## src/rtl/piso_pkg.sv

```systemverilog
// piso_pkg: shared state type and sizing helpers for the PISO serializer.
// Build option: define PISO_PARITY_EN to append an even-parity beat after
// the data bits of every word.
package piso_pkg;

  // Two-state serializer FSM: waiting for a word, or streaming one out.
  typedef enum logic {IDLE, SHIFT} piso_state_t;

`ifdef PISO_PARITY_EN
  localparam bit PARITY_EN = 1'b1;
`else
  localparam bit PARITY_EN = 1'b0;
`endif

  // Beats per word: the data bits, plus one parity beat when enabled.
  function automatic int calc_nbeats(input int data_width);
    return PARITY_EN ? data_width + 1 : data_width;
  endfunction

  // Counter width large enough to hold NBEATS, so NBEATS-1 never wraps.
  function automatic int calc_cnt_width(input int data_width);
    return $clog2(calc_nbeats(data_width) + 1);
  endfunction

endpackage

```

## src/rtl/piso_serializer_if.sv

```systemverilog
// piso_serializer_if: load handshake plus serial valid/ready stream.
// The slave modport is the serializer; the master modport is whoever feeds
// the parallel word and consumes the serial beats.
interface piso_serializer_if #(
  parameter int DATA_WIDTH = 8
) ();

  logic                  load_valid;
  logic                  load_ready;
  logic [DATA_WIDTH-1:0] load_data;
  logic                  ser_out;
  logic                  ser_valid;
  logic                  ser_last;
  logic                  ser_ready;
  logic                  busy;

  modport master (
    output load_valid,
    output load_data,
    output ser_ready,
    input  load_ready,
    input  ser_out,
    input  ser_valid,
    input  ser_last,
    input  busy
  );

  modport slave (
    input  load_valid,
    input  load_data,
    input  ser_ready,
    output load_ready,
    output ser_out,
    output ser_valid,
    output ser_last,
    output busy
  );

endinterface

```

## src/rtl/piso_beat_counter.sv

```systemverilog
// piso_beat_counter: counts transferred beats within one word.
// clear restarts the count (new word loaded or word finished); inc advances
// it on each accepted beat. is_last flags the final beat of the word.
module piso_beat_counter #(
  parameter int NBEATS = 8,
  parameter int CNT_W  = $clog2(NBEATS + 1)
) (
  input  logic             clk,
  input  logic             reset,
  input  logic             clear,
  input  logic             inc,
  output logic [CNT_W-1:0] count,
  output logic             is_last
);

  assign is_last = (count == CNT_W'(NBEATS - 1));

  // Beat index register; saturates at the last beat so it can never run past it.
  always_ff @(posedge clk or negedge reset) begin
    if (!reset) begin
      count <= '0;
    end else if (clear) begin
      count <= '0;
    end else if (inc && !is_last) begin
      count <= count + CNT_W'(1);
    end
  end

endmodule

```

## src/rtl/piso_serializer.sv

```systemverilog
// piso_serializer: parallel-in / serial-out stage with valid/ready on both
// sides. A word is captured on the load handshake and sent one bit per beat,
// MSB or LSB first. The load port reopens combinationally on the last-beat
// transfer so consecutive words stream with no idle cycle.
// Build option: PISO_PARITY_EN adds a trailing even-parity beat per word.
module piso_serializer
  import piso_pkg::*;
#(
  parameter int DATA_WIDTH = 8,
  parameter bit MSB_FIRST  = 1'b1
) (
  input logic               clk,
  input logic               reset,
  piso_serializer_if.slave  io
);

  localparam int NBEATS = calc_nbeats(DATA_WIDTH);
  localparam int CNT_W  = calc_cnt_width(DATA_WIDTH);

  piso_state_t           state;
  logic [DATA_WIDTH-1:0] shreg;
  logic [DATA_WIDTH-1:0] shreg_shifted;
  logic                  ser_valid_q;
  logic                  ser_last_q;
  logic                  busy_q;
  logic [CNT_W-1:0]      cnt;
  logic                  is_last;
  logic                  beat_fire;
  logic                  last_fire;
  logic                  load_ready_c;
  logic                  load_fire;
  logic                  data_bit;

  assign beat_fire    = ser_valid_q && io.ser_ready;
  assign last_fire    = beat_fire && is_last;
  assign load_ready_c = reset && ((state == IDLE) || last_fire);
  assign load_fire    = io.load_valid && load_ready_c;

  // Output end and shift direction depend on the configured bit order.
  generate
    if (MSB_FIRST) begin : g_msb_first
      assign shreg_shifted = {shreg[DATA_WIDTH-2:0], 1'b0};
      assign data_bit      = shreg[DATA_WIDTH-1];
    end else begin : g_lsb_first
      assign shreg_shifted = {1'b0, shreg[DATA_WIDTH-1:1]};
      assign data_bit      = shreg[0];
    end
  endgenerate

  piso_beat_counter #(
    .NBEATS (NBEATS),
    .CNT_W  (CNT_W)
  ) u_beat_counter (
    .clk     (clk),
    .reset   (reset),
    .clear   (load_fire || last_fire),
    .inc     (beat_fire),
    .count   (cnt),
    .is_last (is_last)
  );

`ifdef PISO_PARITY_EN
  logic parity_q;

  // Capture even parity of the word at load time so load_data is never re-sampled.
  always_ff @(posedge clk or negedge reset) begin
    if (!reset) begin
      parity_q <= 1'b0;
    end else if (load_fire) begin
      parity_q <= ^io.load_data;
    end
  end

  // By the parity beat the data bits have all been shifted out.
  assign io.ser_out = ser_last_q ? parity_q : data_bit;
`else
  assign io.ser_out = data_bit;
`endif

  assign io.load_ready = load_ready_c;
  assign io.ser_valid  = ser_valid_q;
  assign io.ser_last   = ser_last_q;
  assign io.busy       = busy_q;

  // Serializer FSM: load, shift on each accepted beat, reload or idle after the last beat.
  always_ff @(posedge clk or negedge reset) begin
    if (!reset) begin
      state       <= IDLE;
      shreg       <= '0;
      ser_valid_q <= 1'b0;
      ser_last_q  <= 1'b0;
      busy_q      <= 1'b0;
    end else begin
      case (state)
        IDLE: begin
          if (load_fire) begin
            state       <= SHIFT;
            shreg       <= io.load_data;
            ser_valid_q <= 1'b1;
            ser_last_q  <= 1'b0;
            busy_q      <= 1'b1;
          end
        end
        SHIFT: begin
          if (load_fire) begin
            shreg      <= io.load_data;
            ser_last_q <= 1'b0;
          end else if (last_fire) begin
            state       <= IDLE;
            shreg       <= shreg_shifted;
            ser_valid_q <= 1'b0;
            ser_last_q  <= 1'b0;
            busy_q      <= 1'b0;
          end else if (beat_fire) begin
            shreg      <= shreg_shifted;
            ser_last_q <= (cnt == CNT_W'(NBEATS - 2));
          end
        end
        default: begin
          state <= IDLE;
        end
      endcase
    end
  end

endmodule

```

## src/flat_wrapper.sv

```systemverilog
// flat-port wrapper written by rule: the top's interface ports become plain ports
module piso_serializer_flat import piso_pkg::*;
#(
  parameter int DATA_WIDTH = 8,
  parameter bit MSB_FIRST  = 1'b1
)
  (clk, reset, io_load_valid, io_load_data, io_ser_ready, io_load_ready, io_ser_out, io_ser_valid, io_ser_last, io_busy);
  piso_serializer_if #(.DATA_WIDTH(DATA_WIDTH)) io_i ();
  input logic clk;
  input logic reset;
  input wire logic [$bits(io_i.load_valid)-1:0] io_load_valid;
  input wire logic [$bits(io_i.load_data)-1:0] io_load_data;
  input wire logic [$bits(io_i.ser_ready)-1:0] io_ser_ready;
  output wire logic [$bits(io_i.load_ready)-1:0] io_load_ready;
  output wire logic [$bits(io_i.ser_out)-1:0] io_ser_out;
  output wire logic [$bits(io_i.ser_valid)-1:0] io_ser_valid;
  output wire logic [$bits(io_i.ser_last)-1:0] io_ser_last;
  output wire logic [$bits(io_i.busy)-1:0] io_busy;
  assign io_i.load_valid = io_load_valid;
  assign io_i.load_data = io_load_data;
  assign io_i.ser_ready = io_ser_ready;
  assign io_load_ready = io_i.load_ready;
  assign io_ser_out = io_i.ser_out;
  assign io_ser_valid = io_i.ser_valid;
  assign io_ser_last = io_i.ser_last;
  assign io_busy = io_i.busy;
  piso_serializer #(.DATA_WIDTH(DATA_WIDTH), .MSB_FIRST(MSB_FIRST)) u_core (.clk(clk), .reset(reset), .io(io_i));
endmodule
```

## config.mk

```make
export PLATFORM = sky130hd
export DESIGN_NAME = piso_serializer_flat
export DESIGN_NICKNAME = d
export VERILOG_FILES = /design/src/rtl/piso_pkg.sv /design/src/rtl/piso_serializer_if.sv /design/src/rtl/piso_beat_counter.sv /design/src/rtl/piso_serializer.sv /design/src/flat_wrapper.sv
export SDC_FILE = /design/constraint.sdc
export NUM_CORES = 1
export LEC_CHECK = 0
export BUFFER_PORTS_ARGS = -buffer_cell sky130_fd_sc_hd__buf_2
export CORE_MARGIN = 4
export CORE_UTILIZATION = 35
export DETAILED_ROUTE_END_ITERATION = 16
export GPL_ROUTABILITY_DRIVEN = 0
export GPL_TIMING_DRIVEN = 0
export PLACE_DENSITY_LB_ADDON = 0.2
export SLEW_MARGIN = 20
export SYNTH_ARGS = -nofsm -noshare
export SYNTH_HDL_FRONTEND = slang
export SYNTH_SLANG_ARGS = --single-unit
```

## constraint.sdc

```tcl
create_clock -name clk -period 2.9 [get_ports clk]
set_clock_uncertainty 0.05 [all_clocks]
set_input_delay 0.29 -clock clk [delete_from_list [all_inputs] [get_ports clk]]
set_output_delay 0.29 -clock clk [all_outputs]
set_load 0.01 [all_outputs]
```

==> results.yml <==
setup_path:
  path_class: "flip-flop to primary output"
  critical_path_required_ns: 2.56
  timing.critical_path.slowest_stage_cell: "sky130_fd_sc_hd__dfrtp_1"
  cp-start-kind: "flip-flop"
  crit_path_end_kind: "primary output"
  critical_path.cell_chain: "ha_1 -> clkbuf_1 -> a21bo_1 -> buf_2 -> and2_1 -> buf_2"
  crit_path_frequent_cell: "sky130_fd_sc_hd__buf_2"
  timing.critical_path.fanout_max: 9
  crit_path_max_incr_delay_ns: 0.43
  reg2regPathDepth: 4
  worstPathArrival_ns: 1.81
synthesis:
  post_synth_xor_area_fraction_pct: 1.08
  yosys_register_bits: 15
  synth.cell_area_um2: 808
  synth_compound_gate_area_share_pct: 19.2
  postSynthAreaPerCell_um2: 10.4
  synth_mux_area_share_pct: 9.91
  syn_inst: 78
  synth_top_area_share_pct: 46.4
  synthesis.nets: 92
  synth_warnings: 0
  synth-async-reset-ratio_pct: 100
  yosys-top-cells-count: "sky130_fd_sc_hd__dfrtp_1, sky130_fd_sc_hd__a22oi_1, sky130_fd_sc_hd__mux2i_1, sky130_fd_sc_hd__nor2_1"
  synth_adder_area_share_pct: 3.10
  synth_sequential_area_ratio_pct: 46.4
  largest_family_of_logic_cells_by_synthesized_area: "compound AO/OA/AOI/OAI gates"
  ys_types: 27
  synth-edff-count: 0
  yosys.area_share.simple_pct: 16.7
  post-synth-top-count-cell: "sky130_fd_sc_hd__dfrtp_1"
  yosysTopAreaCell: "sky130_fd_sc_hd__dfrtp_1"
  ys_dominant_reg_cell: "sky130_fd_sc_hd__dfrtp_1"
  synth.area.top_cells: "sky130_fd_sc_hd__dfrtp_1, sky130_fd_sc_hd__mux2i_1, sky130_fd_sc_hd__a22oi_1"
clock_tree:
  postCtsSetupRepairBufs: 0
  clock_tree_from_tritoncts: "yes"
  clock-sinks: 15
  cts.hold.buffers_added: 1
  clock_tree.buffer_depth: 2
  htree_levels: 1
  path_clk_slew_ns: 0.09
  cts_made_buffers: 3
  post_cts.resized_instances: 0
  cts_root_cell: "sky130_fd_sc_hd__clkbuf_4"
  clk-insertion-delay-late_ns: 0.29
job:
  drv.max_cap_violation_count: 0
pwr:
  net-switching-power_uw: 292
  peakVddDrop_mv: 0.363
  static-leakage-power_uw: 0.000503
  p_per_area_nw_per_um2: 821
  intPower_uw: 497
  power.switching_fraction_pct: 37.0
  p_seq_share_pct: 44.9
  p_comb_share_pct: 39.9
  p_clk_share_pct: 15.2
routing:
  drt-wirelength-per-cell_um: 12.9
  antenna_violating_nets_post_route: 0
  wirelength_mm: 1.64
  drcViolationCount: 0
  avgViaCountPerCell: 5.17
  drt_first_iter_violations: 21
  routed_vias: 657
  dr.pass1.iters: 4
sta:
  finalMaxSlewViolations: 0
  timing.hold.ws_ns: 0.225
  setup_total_negative_slack_ns: 0
  hold_viol_final: 0
  grt_setup_unrepaired: "false"
  worstMarginPinSlew_ns: 0.466
  fmax_mhz: 465
  setup-violations-final: 0
  final.period_utilization_pct: 74.1
  finalWorstPathRequiredPeriod_ns: 2.15
  maxSlewHeadroom_pct: 68.8
worst_hold_path:
  hold_path_class: "input pin to flip-flop"
  holdPathStages: 3
global_routing:
  groute.usage.overall_pct: 11.7
  grt_pass1_wl_mm: 2.88
  antenna_found_initial: 0
  grt_max_degree: 21
  overflow: 0
  number_of_global_route_vias_before_repair: 599
finish:
  antenna_cells: 0
  layout.cells.non_filler: 127
  layout-area-overhead-vs-synth_pct: 18.9
  finalNetCount: 114
  layout_cell_share_with_drive_strength_beyond_1_pct: 25.3
  fin_area_um2: 961
die:
  die_width_um: 56.1
  core-area_um2: 2210
  pin_count: 17
  std_cell_rows: 17
  die_h_um: 56.1
  initial_utilization_pct: 36.5
  fp.dieArea_um2: 3140
place:
  place_inst: 122
  area_after_detailed_placement_um2: 923
  placement.io_buffers: 16
  dp_hpwl_mm: 1.15
status:
  status: "complete, no violations"
[through the flow]
| step | power, µW | worst slack, ns | util (%) |
|---|---|---|---|
| floorplan | 583 | 1.30 | - |
| global placement | 668 | 1.09 | 41.7 |
| detailed placement | 673 | 1.09 | 41.7 |
| CTS | 799 | 0.735 | 43.4 |
| global route | 868 | 0.621 | 43.4 |
| finish | 789 | 0.752 | 43.4 |
[sequential cells by signal (all words and copies together) (netlist names)]
name	flops
u_core.io.ser_last	1
u_core.io.ser_valid	1
u_core.shreg	8
u_core.state	1
u_core.u_beat_counter.count	4
[layer usage]
| layer | vias up | GRT usage, % | part of all wire (%) |
|---|---|---|---|
| met5 | - | 0 | 0 |
| met4 | 0 | 3.05 | 0.97 |
| met3 | 2 | 5.10 | 6.1 |
| met2 | 17 | 16.7 | 47 |
| met1 | 306 | 16.1 | 46 |
| li1 | 332 | - | - |
[power groups by stage]
stage	combinational (µW)	clock [µW]	sequential, µW
floorplan	232	0	351
global placement	311	0	357
detailed placement	314	0	359
CTS	318	126	354
global route	360	138	371
finish	314	120	354
[worst paths after layout]
| check | start | to | slack, ns |
|---|---|---|---|
| worst min-delay path | io_load_data[2] | u_core.shreg[2] | 0.23 |
| worst min register to register | u_core.io.ser_last | u_core.io.ser_last | 0.51 |
| min in group asynchronous | reset | u_core.u_beat_counter.count[0] | 0.41 |
| max in group asynchronous | reset | u_core.shreg[5] | 2.10 |
| worst max-delay path | u_core.u_beat_counter.count[0] | io_load_ready | 0.75 |
| worst max register to register | u_core.u_beat_counter.count[0] | u_core.u_beat_counter.count[3] | 1.26 |
[cells by family (layout without fill, tap and decap cells)]
| logic type | after synthesis | in the layout |
|---|---|---|
| multiplexers | 8 | 8 |
| AO/OA/AOI/OAI | 20 | 20 |
| flip-flops | 15 | 15 |
| buffers and inverters | 6 | 27 |
| adder cells (fa/ha/maj) | 2 | 2 |
| AND/OR/NAND/NOR | 26 | 26 |
| XOR/XNOR | 1 | 1 |
[placed cells by master (no fill, tap or decap)]
master / count
sky130_fd_sc_hd__nand3_1: 5
sky130_fd_sc_hd__dfrtp_1: 15
sky130_fd_sc_hd__dlygate4sd3_1: 1
sky130_fd_sc_hd__and4b_1: 2
sky130_fd_sc_hd__a41oi_1: 1
sky130_fd_sc_hd__buf_4: 1
sky130_fd_sc_hd__or4_1: 1
sky130_fd_sc_hd__nor2_1: 8
sky130_fd_sc_hd__nand2_2: 1
sky130_fd_sc_hd__a41oi_2: 1
sky130_fd_sc_hd__a211o_1: 2
sky130_fd_sc_hd__xor2_1: 1
sky130_fd_sc_hd__mux2i_1: 8
sky130_fd_sc_hd__and3_1: 1
sky130_fd_sc_hd__o211ai_1: 1
sky130_fd_sc_hd__clkinv_2: 1
sky130_fd_sc_hd__nor2b_1: 1
sky130_fd_sc_hd__clkbuf_4: 3
sky130_fd_sc_hd__a21oi_1: 4
sky130_fd_sc_hd__a21bo_1: 1
sky130_fd_sc_hd__nand2_1: 5
sky130_fd_sc_hd__ha_1: 2
sky130_fd_sc_hd__and3b_1: 1
sky130_fd_sc_hd__buf_2: 18
sky130_fd_sc_hd__and2_1: 1
sky130_fd_sc_hd__a22oi_1: 8
sky130_fd_sc_hd__clkbuf_1: 2
sky130_fd_sc_hd__o21ba_1: 1
sky130_fd_sc_hd__inv_1: 1
sky130_fd_sc_hd__o21ai_0: 1
[area by class of cell]
class | count | area, µm²
Clock buffer | 3 | 22.5
Buffer | 5 | 25.0
Timing Repair Buffer | 17 | 90.1
Clock inverter | 1 | 5.00
Tap cell | 28 | 35.0
Multi-Input combinational cell | 57 | 404
Sequential cell | 15 | 375
Fill cell | 230 | 1250
Inverter | 1 | 3.75
[critical path: cells and delay by family (launching register included)]
kind	cells	cell delay, ns
AOI/OAI and AO/OA	1	0.22
adders and majority gates	1	0.21
buffers and inverters	3	0.51
DFF	1	0.43
and+or+nand+nor	1	0.16
(Power assumes the default switching activity.)
